## src/rtl/etapa_mem.sv

```systemverilog
// Memory-access pipeline stage: drives a req/ack data memory and stalls upstream until done.
// Optional access timeout is enabled by defining MEM_TIMEOUT_EN.
module etapa_mem #(
  parameter int unsigned DATA_W         = 32,
  parameter int unsigned ADDR_W         = 32,
  parameter int unsigned TIMEOUT_CYCLES = 16
) (
  input  logic              clk,
  input  logic              rst_n,
  input  logic              memread_mem,
  input  logic              memwrite_mem,
  input  logic [ADDR_W-1:0] alu_result_mem,
  input  logic [DATA_W-1:0] write_data_mem,
  output logic              dmem_req,
  output logic              dmem_we,
  output logic [ADDR_W-1:0] dmem_addr,
  output logic [DATA_W-1:0] dmem_wdata,
  input  logic              dmem_ack,
  input  logic [DATA_W-1:0] dmem_rdata,
  output logic [DATA_W-1:0] read_data_mem,
  output logic              stall_mem,
  output logic              mem_timeout
);

  typedef enum logic [1:0] {
    S_IDLE   = 2'd0,
    S_ACCESS = 2'd1,
    S_DONE   = 2'd2
  } state_t;

  state_t            r_state;
  logic              r_req;
  logic              r_we;
  logic [ADDR_W-1:0] r_addr;
  logic [DATA_W-1:0] r_wdata;
  logic [DATA_W-1:0] r_rdata;
  logic              w_op;

`ifdef MEM_TIMEOUT_EN
  localparam int unsigned CNT_W = $clog2(TIMEOUT_CYCLES + 1);
  logic [CNT_W-1:0] r_cnt;
  logic             r_timeout;
`else
  logic w_unused_cfg;
  assign w_unused_cfg = ^TIMEOUT_CYCLES;
`endif

  assign w_op = memread_mem | memwrite_mem;

  // DONE keeps the still-held EX/MEM instruction from retriggering an access
  always_ff @(posedge clk or negedge rst_n) begin
    if (!rst_n) begin
      r_state   <= S_IDLE;
      r_req     <= 1'b0;
      r_we      <= 1'b0;
      r_addr    <= '0;
      r_wdata   <= '0;
      r_rdata   <= '0;
`ifdef MEM_TIMEOUT_EN
      r_cnt     <= '0;
      r_timeout <= 1'b0;
`endif
    end else begin
      case (r_state)
        S_IDLE: begin
          if (w_op) begin
            r_req   <= 1'b1;
            r_we    <= memwrite_mem;
            r_addr  <= {alu_result_mem[ADDR_W-1:2], 2'b00};
            r_wdata <= write_data_mem;
            r_state <= S_ACCESS;
`ifdef MEM_TIMEOUT_EN
            r_cnt   <= '0;
`endif
          end
        end
        S_ACCESS: begin
          if (dmem_ack) begin
            r_req   <= 1'b0;
            if (!r_we) begin
              r_rdata <= dmem_rdata;
            end
            r_state <= S_DONE;
          end
`ifdef MEM_TIMEOUT_EN
          else if (r_cnt == CNT_W'(TIMEOUT_CYCLES - 1)) begin
            r_req     <= 1'b0;
            r_rdata   <= DATA_W'(32'hDEAD_BEEF);
            r_timeout <= 1'b1;
            r_state   <= S_DONE;
          end else begin
            r_cnt <= r_cnt + CNT_W'(1);
          end
`endif
        end
        S_DONE: begin
`ifdef MEM_TIMEOUT_EN
          r_timeout <= 1'b0;
`endif
          r_state <= S_IDLE;
        end
        default: begin
          r_req   <= 1'b0;
          r_state <= S_IDLE;
        end
      endcase
    end
  end

  assign dmem_req      = r_req;
  assign dmem_we       = r_we;
  assign dmem_addr     = r_addr;
  assign dmem_wdata    = r_wdata;
  assign read_data_mem = r_rdata;

  // Gated by rst_n so the stall releases the instant reset asserts
  assign stall_mem = rst_n & (((r_state == S_IDLE) & w_op) | (r_state == S_ACCESS));

`ifdef MEM_TIMEOUT_EN
  assign mem_timeout = r_timeout;
`else
  assign mem_timeout = 1'b0;
`endif

endmodule

```

## config.mk

```make
export PLATFORM = sky130hd
export DESIGN_NAME = etapa_mem
export DESIGN_NICKNAME = d
export VERILOG_FILES = /design/src/rtl/etapa_mem.sv
export SDC_FILE = /design/constraint.sdc
export NUM_CORES = 1
export LEC_CHECK = 0
export BUFFER_PORTS_ARGS = -buffer_cell sky130_fd_sc_hd__buf_2
export CORE_MARGIN = 4
export CORE_UTILIZATION = 49
export DETAILED_ROUTE_END_ITERATION = 10
export PLACE_DENSITY = 0.85
export SLEW_MARGIN = 20
export SYNTH_ARGS = -nofsm -noshare
export SYNTH_HDL_FRONTEND = slang
export SYNTH_SLANG_ARGS = --single-unit
```

## constraint.sdc

```tcl
create_clock -name clk -period 2.6 [get_ports clk]
set_input_delay 0.13 -clock clk [delete_from_list [all_inputs] [get_ports clk]]
set_output_delay 0.13 -clock clk [all_outputs]
set_load 0.005 [all_outputs]
```

==> summary.md, run 1 <==
| Metric | Value |
|---|---|
| Status | `finished, final reports clean` |
| Worst setup margin | `0.8200 ns` |
| CP max FO | `35` |
| Top cells by area, synth | `dfrtp_1 (62%), mux2_4 (23%), mux2_2 (9.4%), buf_6 (1.7%), buf_4 (1.3%)` |
| Max layer used | `met4` |
| Final Hold Fails | `0` |
| # DRC | `0` |
| Mapped Avg Cell Area | `17.97 um2` |
| Routed vias | `2777` |
| Die area | `9532 um2` |
| CP Data Required Time | `2.83 ns` |
| Boundary Pins | `201` |
| Syn. warnings | `0` |
| Initial DRC Count | `72` |
| Yosys cell types | `16` |
| Synth Area in Simple Gates | `1.399%` |
| Tmin final | `1.780 ns` |
| H-tree depth | `3` |
| Cell area after synthesis | `3936 um2` |
| Final GP Congestion | `0.7796` |
| Final #Nets | `577` |
| Mux share of post-synthesis cell area | `32.52%` |
| Crit. End Element | `register` |
| Number of buffers created by CTS | `9` |
| Final instance area | `5802 um2` |
| Slew Limit Fails | `0` |
| Synth Area in Adders | `0%` |
| P&R area growth vs syn | `47.39%` |
| Area leader, netlist | `dfrtp_1` |
| Core area | `7767 um2` |
| # diodes | `0` |
| Placed Instances | `510` |
| Fmax achieved | `561.8 MHz` |
| Post-route core utilization | `74.69%` |
| Grt total ovfl | `0` |
| First-pass detailed-route iteration total | `4` |
| Top cell type's share of synthesized area | `62.30%` |
| First-pass GRT wire length | `14920 um` |
| Post-Syn Instances | `219` |
| Final Skew | `0.01247 ns` |
| CTS root buffer | `clkbuf_8` |
| Period utilization | `68.46%` |
| Wire length on met3 | `692 um` |
| Post-Synth XOR/XNOR Area | `0%` |
| Power Total | `6.246 mW` |
| Wire per inst | `16.20 um` |
| Initial antenna violation count | `0` |
| Wl on met1 | `3560 um` |
| Detail Route Antenna Nets | `0` |
| GRT Util Overall | `19.58%` |
| Initial Util | `50.68%` |
| Clock insertion delay at the later pin of the skew report | `0.35 ns` |
| Via/cell ratio | `4.763` |
| Setup TNS | `0 ns` |
| Placed Area | `5006 um2` |
| Critical path class | `register to register` |
| Die Y-Extent | `97.63 um` |
| Clock slew at reported path FFs | `0.09 ns` |
| Bufs on Longest Clock Path | `2` |
| Clock Sinks | `98` |
| Routed wire length | `9445 um` |
| Arrival time worst endpoint | `2.01 ns` |
| Crit path launch type | `register` |
| Max VDD drop | `0.5338 mV` |
| Final-report setup violation count | `0` |
| CTS tree | `yes` |
| Share of layout cells above drive strength 1 | `64.45%` |
| RSZ-0062 raised after global routing | `no` |
| Die width | `97.63 um` |
| Pwr Density | `1077 nW/um2` |
| Flops & latches, synth | `98` |
| # resized after CTS | `0` |
| Finished Layout Cells | `583` |
| P_leak | `2.937 nW` |
| Setup WS pre-CTS | `0.8408 ns` |
| HPWL after detailed placement | `6624 um` |
| WL met2 | `4992 um` |
| Number of global-route vias before repair | `2987` |
| Largest net degree at the start of global routing | `38` |
| Max-Cap Viols | `0` |
| I/O Buffers | `195` |
| Hold WS | `0.01251 ns` |
| Largest family of logic cells by synthesized area | `multiplexers` |
| Compound-Gate Fraction of Synth Area | `0.6357%` |
| Post-synthesis sequential area ratio | `62.30%` |
| Worst min path class | `input pin to register` |
| Row cnt | `32` |
[power by group]
part / leakage (nW) / internal, mW / total, mW / switching [mW]
clock network: 0.117 / 0.572 / 1.09 / 0.515
registers: 1.15 / 2.28 / 2.72 / 0.438
logic: 1.67 / 1.56 / 2.44 / 0.878
[critical path, cell delays in order, from the launching register on]
cell and delay (ns):
dfrtp_1 0.47, nor2_1 0.24, o21a_4 0.27, buf_12 0.28
mux2_2 0.37
[cell usage after synthesis (all sizes together)]
cell type / n
o21a: 1
buf: 13
nor2b: 1
nand2: 2
a22o: 1
nor2: 3
mux2: 94
dfrtp: 98
nor3: 2
a211o: 1
nor3b: 2
conb: 1
[area by class of cell]
type / instances / area [um2]
clock buffers: 10 / 137.6
repair buffers: 257 / 1612
flip-flops and latches: 98 / 2452
well taps: 102 / 127.6
clock inverters: 6 / 87.58
fillers: 496 / 1966
multi-input cells: 110 / 1385
[per-layer routing]
layer | up-vias | GRT usage (%)
met1 | 1361 | 22.74
met5 | - | 0
met4 | 0 | 6.922
met3 | 19 | 5.384
li1 | 1269 | -
met2 | 128 | 34.63
[final timing paths]
check / start / to / slack (ns) / cells past startpoint
setup / recovery: r_state[1] / dmem_wdata[15] / 0.82 / 4
hold / removal: dmem_rdata[0] / read_data_mem[0] / 0.01 / 2
setup reg to reg: r_state[1] / dmem_wdata[15] / 0.82 / 4
hold reg to reg: read_data_mem[0] / read_data_mem[0] / 0.51 / 1
max in group asynchronous: rst_n / dmem_addr[5] / 1.62 / 3
min in group asynchronous: rst_n / read_data_mem[5] / 0.21 / 2
[kinds of logic after synthesis]
kind of cell,after synthesis
buffers and inverters,13
muxes,94
other,1
AOI/OAI and AO/OA,3
and+or+nand+nor,10
DFF,98
[sequential cells by signal (all words and copies together), names as in the netlist]
| signal | flops |
|---|---|
| r_state | 2 |
| dmem_wdata | 32 |
| dmem_addr | 30 |
| dmem_req | 1 |
| read_data_mem | 32 |
| dmem_we | 1 |
[timing repair]
| action | in CTS | in global routing |
|---|---|---|
| hold buffers | 31 | 26 |
| endpoints found under the setup margin | 0 | 0 |
| hold endpoints to repair | 55 | 26 |
| setup buffers | 0 | 0 |
[layout by cell type (no fill, tap or decap)]
cell type      instances
dlygate4sd3_1         57
bufinv_16              2
clkbuf_8              10
o21a_4                 1
buf_12                 2
clkinv_2               2
nor3_4                 1
dfrtp_1               98
nand2_1                2
nor2_1                 3
conb_1                 3
inv_6                  2
mux2_4                59
nor3_1                 1
buf_4                  4
a22o_1                 1
buf_2                194
a211o_1                1
mux2_1                 2
nor3b_1                2
nor2b_1                1
mux2_2                33
Power figures use the tool's default switching activity.
==> run 2, diff against run 1 <==
--- a/config.mk
+++ b/config.mk
@@ -5,11 +5,12 @@
 export SDC_FILE = /design/constraint.sdc
 export NUM_CORES = 1
 export LEC_CHECK = 0
+export ABC_AREA = 1
 export BUFFER_PORTS_ARGS = -buffer_cell sky130_fd_sc_hd__buf_2
 export CORE_MARGIN = 4
-export CORE_UTILIZATION = 49
+export CORE_UTILIZATION = 45
 export DETAILED_ROUTE_END_ITERATION = 10
-export PLACE_DENSITY = 0.85
+export PLACE_DENSITY = 0.8
 export SLEW_MARGIN = 20
 export SYNTH_ARGS = -nofsm -noshare
 export SYNTH_HDL_FRONTEND = slang
==> constraint.sdc (replaced) <==
create_clock -name clk -period 1.85 [get_ports clk]
set_input_delay 0.0925 -clock clk [delete_from_list [all_inputs] [get_ports clk]]
set_output_delay 0.0925 -clock clk [all_outputs]
set_load 0.005 [all_outputs]
==> run 2 against run 1 <==
- via count rose by 47%
- utilization down 1.7 points
- sequential power grew 37%
- sequential share of layout area is 1.8 points lower
- combinational power rose by 45%
- first-iteration DRC count grew 79%
- routed wire length is 33% higher
- non-clock buffer count is 41 higher
- clock-buffer cell count rose by 1
- total power grew 36%
- cell count grew 41%
- highest routed layer unchanged
==> summary.md, run 2 <==
| Metric | Value |
|---|---|
| Status | `finished, final reports clean` |
| Tmin final | `1.526 ns` |
| Slew Limit Fails | `0` |
| Post-route core utilization | `73.04%` |
| Initial antenna violation count | `0` |
| P_leak | `3.420 nW` |
| Pwr Density | `1404 nW/um2` |
| First-pass GRT wire length | `19930 um` |
| I/O Buffers | `195` |
| Detail Route Antenna Nets | `0` |
| Commonest cells after routing, fill and taps aside | `nand2_1 (195), buf_2 (194), dfrtp_1 (98)` |
| CP max FO | `35` |
| Post-synthesis sequential area ratio | `63.10%` |
| Crit path buf inv count | `4` |
| Routed wire length | `12560 um` |
| Commonest register cell after synthesis | `dfrtp_1` |
| Initial DRC Count | `129` |
| Final instance area | `6062 um2` |
| Synth async-reset ratio | `100.0%` |
| Wire per inst | `15.24 um` |
| Core area | `8299 um2` |
| Fmax achieved | `655.5 MHz` |
| RSZ-0062 raised after global routing | `no` |
| Bufs on Longest Clock Path | `2` |
| Commonest non-fill, non-tap cell in the layout | `nand2_1` |
| Post-synth EDFFs | `0` |
| Commonest cells in the netlist | `nand2_1 (197), dfrtp_1 (98), nand3_1 (94)` |
| Area leader, netlist | `dfrtp_1` |
| Max-Cap Viols | `0` |
| Via/cell ratio | `4.970` |
| Syn. warnings | `0` |
| Post-Syn Instances | `434` |
| Clock Sinks | `98` |
| P&R area growth vs syn | `55.99%` |
| Slowest library cell on the worst path | `dlygate4sd3_1` |
| Setup TNS | `0 ns` |
| Clock insertion delay at the later pin of the skew report | `0.35 ns` |
| Top cells by area, synth | `dfrtp_1 (63%), nand2_1 (19%), nand3_1 (12%), buf_2 (1.9%), clkbuf_1 (1.1%)` |
| Crit path launch type | `input pin` |
| Yosys cell types | `13` |
| Die width | `100.9 um` |
| HPWL after detailed placement | `7280 um` |
| Crit. End Element | `primary output` |
| Boundary Pins | `201` |
| Number of buffers created by CTS | `9` |
| First-pass detailed-route iteration total | `5` |
| CTS root buffer | `clkbuf_8` |
| Share of layout cells above drive strength 1 | `31.15%` |
| Top cell type's share of synthesized area | `63.10%` |
| H-tree depth | `3` |
| Placed Area | `4930 um2` |
| Routed vias | `4095` |
| Delay-heaviest family, CP | `buffers and inverters` |
| Initial Util | `46.83%` |
| # diodes | `0` |
| Largest net degree at the start of global routing | `66` |
| Max VDD drop | `0.7811 mV` |
| Period utilization | `82.47%` |
| CP Data Required Time | `1.76 ns` |
| Reg-to-reg setup timing slack | `0.35 ns` |
| Number of global-route vias before repair | `4260` |
| Final-report setup violation count | `0` |
| Grt total ovfl | `0` |
| Post-CTS Setup Bufs | `0` |
| Arrival time worst endpoint | `1.43 ns` |
| Hold WS | `0.02028 ns` |
| Worst min path class | `input pin to register` |
| Final Skew | `0.009043 ns` |
| Clock slew at reported path FFs | `0.08 ns` |
| # resized after CTS | `0` |
| Hold buffers post-CTS | `95` |
| Die Y-Extent | `100.9 um` |
| Critical path class | `input pin to primary output` |
| Final #Nets | `815` |
| Cell area after synthesis | `3886 um2` |
| CTS tree | `yes` |
| Count leader, synth | `nand2_1` |
| Max_slew headroom | `57.80%` |
| Least-Margin Pin Slew | `0.6330 ns` |
| Final GP Congestion | `0.7885` |
| # DRC | `0` |
| Critical path cell sequence | `dlygate4sd3_1, buf_4, inv_1, a21oi_2, buf_2` |
| Die area | `10190 um2` |
| Flops & latches, synth | `98` |
| Final Hold Fails | `0` |
| Row cnt | `33` |
| Fill count | `581` |
| Mapped Avg Cell Area | `8.954 um2` |
| Slowest stage delay, CP | `0.56 ns` |
| GRT Util Overall | `24.83%` |
## run 2: cell types whose count changed in the layout (fill, tap and decap cells not counted), sizes merged, moves of 2 or more
cell / change
buf: +3
bufinv: -2
clkinvlp: +3
dlygate4sd3: +38
inv: +4
mux2: -94
nand2: +195
nand3: +94
nor3: -2
nor3b: -2
o21ai: +2
## run 2: through the flow
| step | std cells | setup slack (ns) | total power [mW] |
|---|---|---|---|
| 2_1_floorplan | 436 | 0.6185 | 5.486 |
| 3_3_place_gp | 713 | 0.4460 | 6.930 |
| 3_5_place_dp | 713 | 0.3785 | 7.093 |
| 4_1_cts | 824 | 0.2880 | 8.519 |
| 5_1_grt | 824 | 0.2127 | 9.197 |
| 6_report | 824 | 0.3244 | 8.512 |
## run 2: cell families after synthesis
kind of cell / Yosys count / synth area share, %
other cells: 1 / 0.09649
flops: 98 / 63.10
compound gates: 3 / 0.4830
buf+inv: 37 / 4.540
simple gates: 295 / 31.78
## run 2: power by group
part / total, mW / leakage, nW / switching (mW) / internal (mW)
logic: 3.53 / 2.13 / 2.03 / 1.50
clock network: 1.25 / 0.0818 / 0.723 / 0.531
registers: 3.73 / 1.21 / 0.571 / 3.16
total: 8.51 / 3.42 / 3.32 / 5.19
## run 2: cell type report
| type | instances | area [um2] | share of cell area [%] |
|---|---|---|---|
| Multi-Input combinational cell | 301 | 1272 | 20.99 |
| Clock buffer | 11 | 141.4 | 2.332 |
| Sequential cell | 98 | 2452 | 40.45 |
| Inverter | 6 | 22.52 | 0.3715 |
| Tap cell | 105 | 131.4 | 2.167 |
| Clock inverter | 5 | 40.04 | 0.6605 |
| Timing Repair Buffer | 298 | 2002 | 33.02 |
## run 2: metal layers
metal | track usage [%] | part of all wire [%]
met1 | 28.59 | 37
met2 | 43.85 | 52
met3 | 5.744 | 8.4
met4 | 11.15 | 2.9
met5 | 0 | 0
## run 2: worst register-to-register path, stage by stage, from the launching register on
cell and delay (ns):
dfrtp_1 0.45, nor2_4 0.14, buf_4 0.52, nand3_1 0.21
nand2_1 0.12
## run 2: worst paths after layout
| path | start | to | depth (start not counted) |
|---|---|---|---|
| worst min register to register | dmem_addr[27] | dmem_addr[27] | 2 |
| min in group asynchronous | rst_n | read_data_mem[23] | 2 |
| worst max register to register | r_state[1] | dmem_wdata[14] | 4 |
| worst max-delay path | rst_n | stall_mem | 5 |
| worst min-delay path | dmem_rdata[5] | read_data_mem[5] | 3 |
| max in group asynchronous | rst_n | dmem_wdata[7] | 3 |
==> run 3, diff against run 2 <==
==> constraint.sdc (replaced) <==
create_clock -name clk -period 1.59 [get_ports clk]
set_input_delay 0.0795 -clock clk [delete_from_list [all_inputs] [get_ports clk]]
set_output_delay 0.0795 -clock clk [all_outputs]
set_load 0.005 [all_outputs]
==> run 3 against run 2 <==
- first-iteration DRC count rose by 29%
- sequential power rose by 17%
- critical endpoint unchanged
- critical path depth rose by 2
- total power rose by 19%
- register-to-register slack got worse by 0.06 ns
- clock-buffer cell count rose by 1
- utilization rose by 0.74 points
- global-route usage rose by 0.63 points
- combinational power rose by 19%
- worst hold slack improved by 0.013 ns
- clock skew rose by 0.0027 ns
- die area did not move
==> summary.md, run 3 (same netlist as run 2, synthesis figures left out) <==
| Metric | Value |
|---|---|
| Arrival time worst endpoint | `1.37 ns` |
| # DRC | `0` |
| Die width | `100.9 um` |
| HPWL after detailed placement | `7604 um` |
| First-pass GRT wire length | `20520 um` |
| CTS tree | `yes` |
| Setup TNS | `0 ns` |
| Die Y-Extent | `100.9 um` |
| Detail Route Antenna Nets | `0` |
| Final-report setup violation count | `0` |
| Number of buffers created by CTS | `9` |
| Die area | `10190 um2` |
| CP max FO | `13` |
| Setup WS pre-CTS | `0.3145 ns` |
| Clock Sinks | `98` |
| Largest net degree at the start of global routing | `52` |
| Initial Util | `46.83%` |
| RR Startpoint | `r_state[1]` |
| CTS root buffer | `clkbuf_8` |
| CP Data Required Time | `1.51 ns` |
| Met2 Use GR | `45.57%` |
| Hold WS | `0.03363 ns` |
| Share of layout cells above drive strength 1 | `31.02%` |
| Placed Area | `4970 um2` |
| Worst min path class | `input pin to register` |
| CP dominant cell by count | `buf_2` |
| Reg-to-reg setup timing slack | `0.29 ns` |
| Commonest non-fill, non-tap cell in the layout | `nand2_1` |
| Crit. End Element | `primary output` |
| Crit path launch type | `input pin` |
| Routed vias | `4095` |
| Final Hold Fails | `0` |
| P_leak | `3.450 nW` |
| Hold path depth | `3` |
| Row cnt | `33` |
| Min-Delay Endpoint | `dmem_addr[11]` |
| Met1 Use GR | `29.64%` |
| Slew Limit Fails | `0` |
| Slowest library cell on the worst path | `dlygate4sd3_1` |
| FF-to-FF path depth | `4` |
| Initial antenna violation count | `0` |
| Via/cell ratio | `4.952` |
| Routed wire length | `12840 um` |
| I/O Buffers | `195` |
| Boundary Pins | `201` |
| Wire per inst | `15.53 um` |
| Final instance area | `6123 um2` |
| Fmax achieved | `688.6 MHz` |
| Final GP Congestion | `0.8004` |
| Clock slew at reported path FFs | `0.08 ns` |
| Power Total | `10.10 mW` |
| H-tree depth | `3` |
| Bufs on Longest Clock Path | `2` |
| Max VDD drop | `0.9432 mV` |
| Clock insertion delay at the later pin of the skew report | `0.34 ns` |
| Tmin final | `1.452 ns` |
| Slowest stage delay, CP | `0.53 ns` |
| Core area | `8299 um2` |
| GRT Util Overall | `25.46%` |
| Critical path class | `input pin to primary output` |
| Grt total ovfl | `0` |
| Crit. Startpoint | `memwrite_mem` |
| Fill count | `589` |
| Max-Cap Viols | `0` |
| Commonest cells after routing, fill and taps aside | `nand2_1 (195), buf_2 (194), dfrtp_1 (98)` |
| Post-CTS Setup Bufs | `0` |
| Delay-heaviest family, CP | `buffers and inverters` |
| P&R area growth vs syn | `57.57%` |
| Busiest layer in global routing | `met2` |
| Period utilization | `91.34%` |
| RSZ-0062 raised after global routing | `no` |
| Final #Nets | `818` |
| Crit path buf inv count | `4` |
| First-pass detailed-route iteration total | `4` |
| Status | `finished, final reports clean` |
| Pwr Density | `1649 nW/um2` |
| Worst setup margin | `0.1377 ns` |
| Initial DRC Count | `167` |
| Number of global-route vias before repair | `4228` |
| # diodes | `0` |
| Met3 Use GR | `5.398%` |
| Worst reg2reg path endpoint | `dmem_addr[11]` |
| Hold Crit Start | `alu_result_mem[11]` |
| Final Skew | `0.01176 ns` |
| Critical path cell sequence | `dlygate4sd3_1, buf_2, inv_1, nand2_4, nand2_2, a21oi_2, buf_2` |
[run 3: changes by cell type in the layout (fill, tap and decap cells not counted), sizes merged]
cell	before	now
dlygate4sd3	95	96
bufinv	0	1
clkbuf	11	12
buf	203	205
clkinv	2	0
[run 3: timing repair]
item | CTS | global route
endpoints found under the setup margin | 0 | 1
hold buffers | 96 | 0
endpoints found under the hold margin | 163 | 0
gates resized for setup | 0 | 1
[run 3: final cells by class]
class | instances | area, um2 | share of cell area (%)
clock buffers | 12 | 135.1 | 2.207
clock inverters | 4 | 52.55 | 0.8582
inverters | 6 | 22.52 | 0.3678
multi-input cells | 301 | 1277 | 20.86
flip-flops and latches | 98 | 2452 | 40.05
well taps | 105 | 131.4 | 2.145
repair buffers | 301 | 2052 | 33.51
[run 3: worst max-delay path by stage]
stage	cells after the start	end	slack [ns]
floorplan	6	dmem_addr[10]	0.36
global placement	5	dmem_wdata[27]	0.38
detailed placement	4	dmem_addr[11]	0.31
CTS	7	stall_mem	0.02
global route	7	stall_mem	0.03
finish	7	stall_mem	0.14
[run 3: metrics by stage]
step | util, % | instances
6_report | 73.78 | 827
5_1_grt | 73.78 | 827
4_1_cts | 73.72 | 827
3_5_place_dp | 59.88 | 715
3_3_place_gp | 59.88 | 715
2_1_floorplan | - | 436
[run 3: metal layers]
layer  vias up  part of all wire, %
met5         -                    0
met1      1945                   37
met3        34                  7.0
met4         0                  2.9
li1       1934                    -
met2       182                   53
[run 3: worst min-delay path, stage by stage]
cell	delay [ns]
buf_2	0.09
nand3_1	0.08
nand2_1	0.08
[run 3: power by group]
group,internal (mW),switching [mW]
Combinational,1.80,2.40
Sequential,3.68,0.669
Clock,0.731,0.818
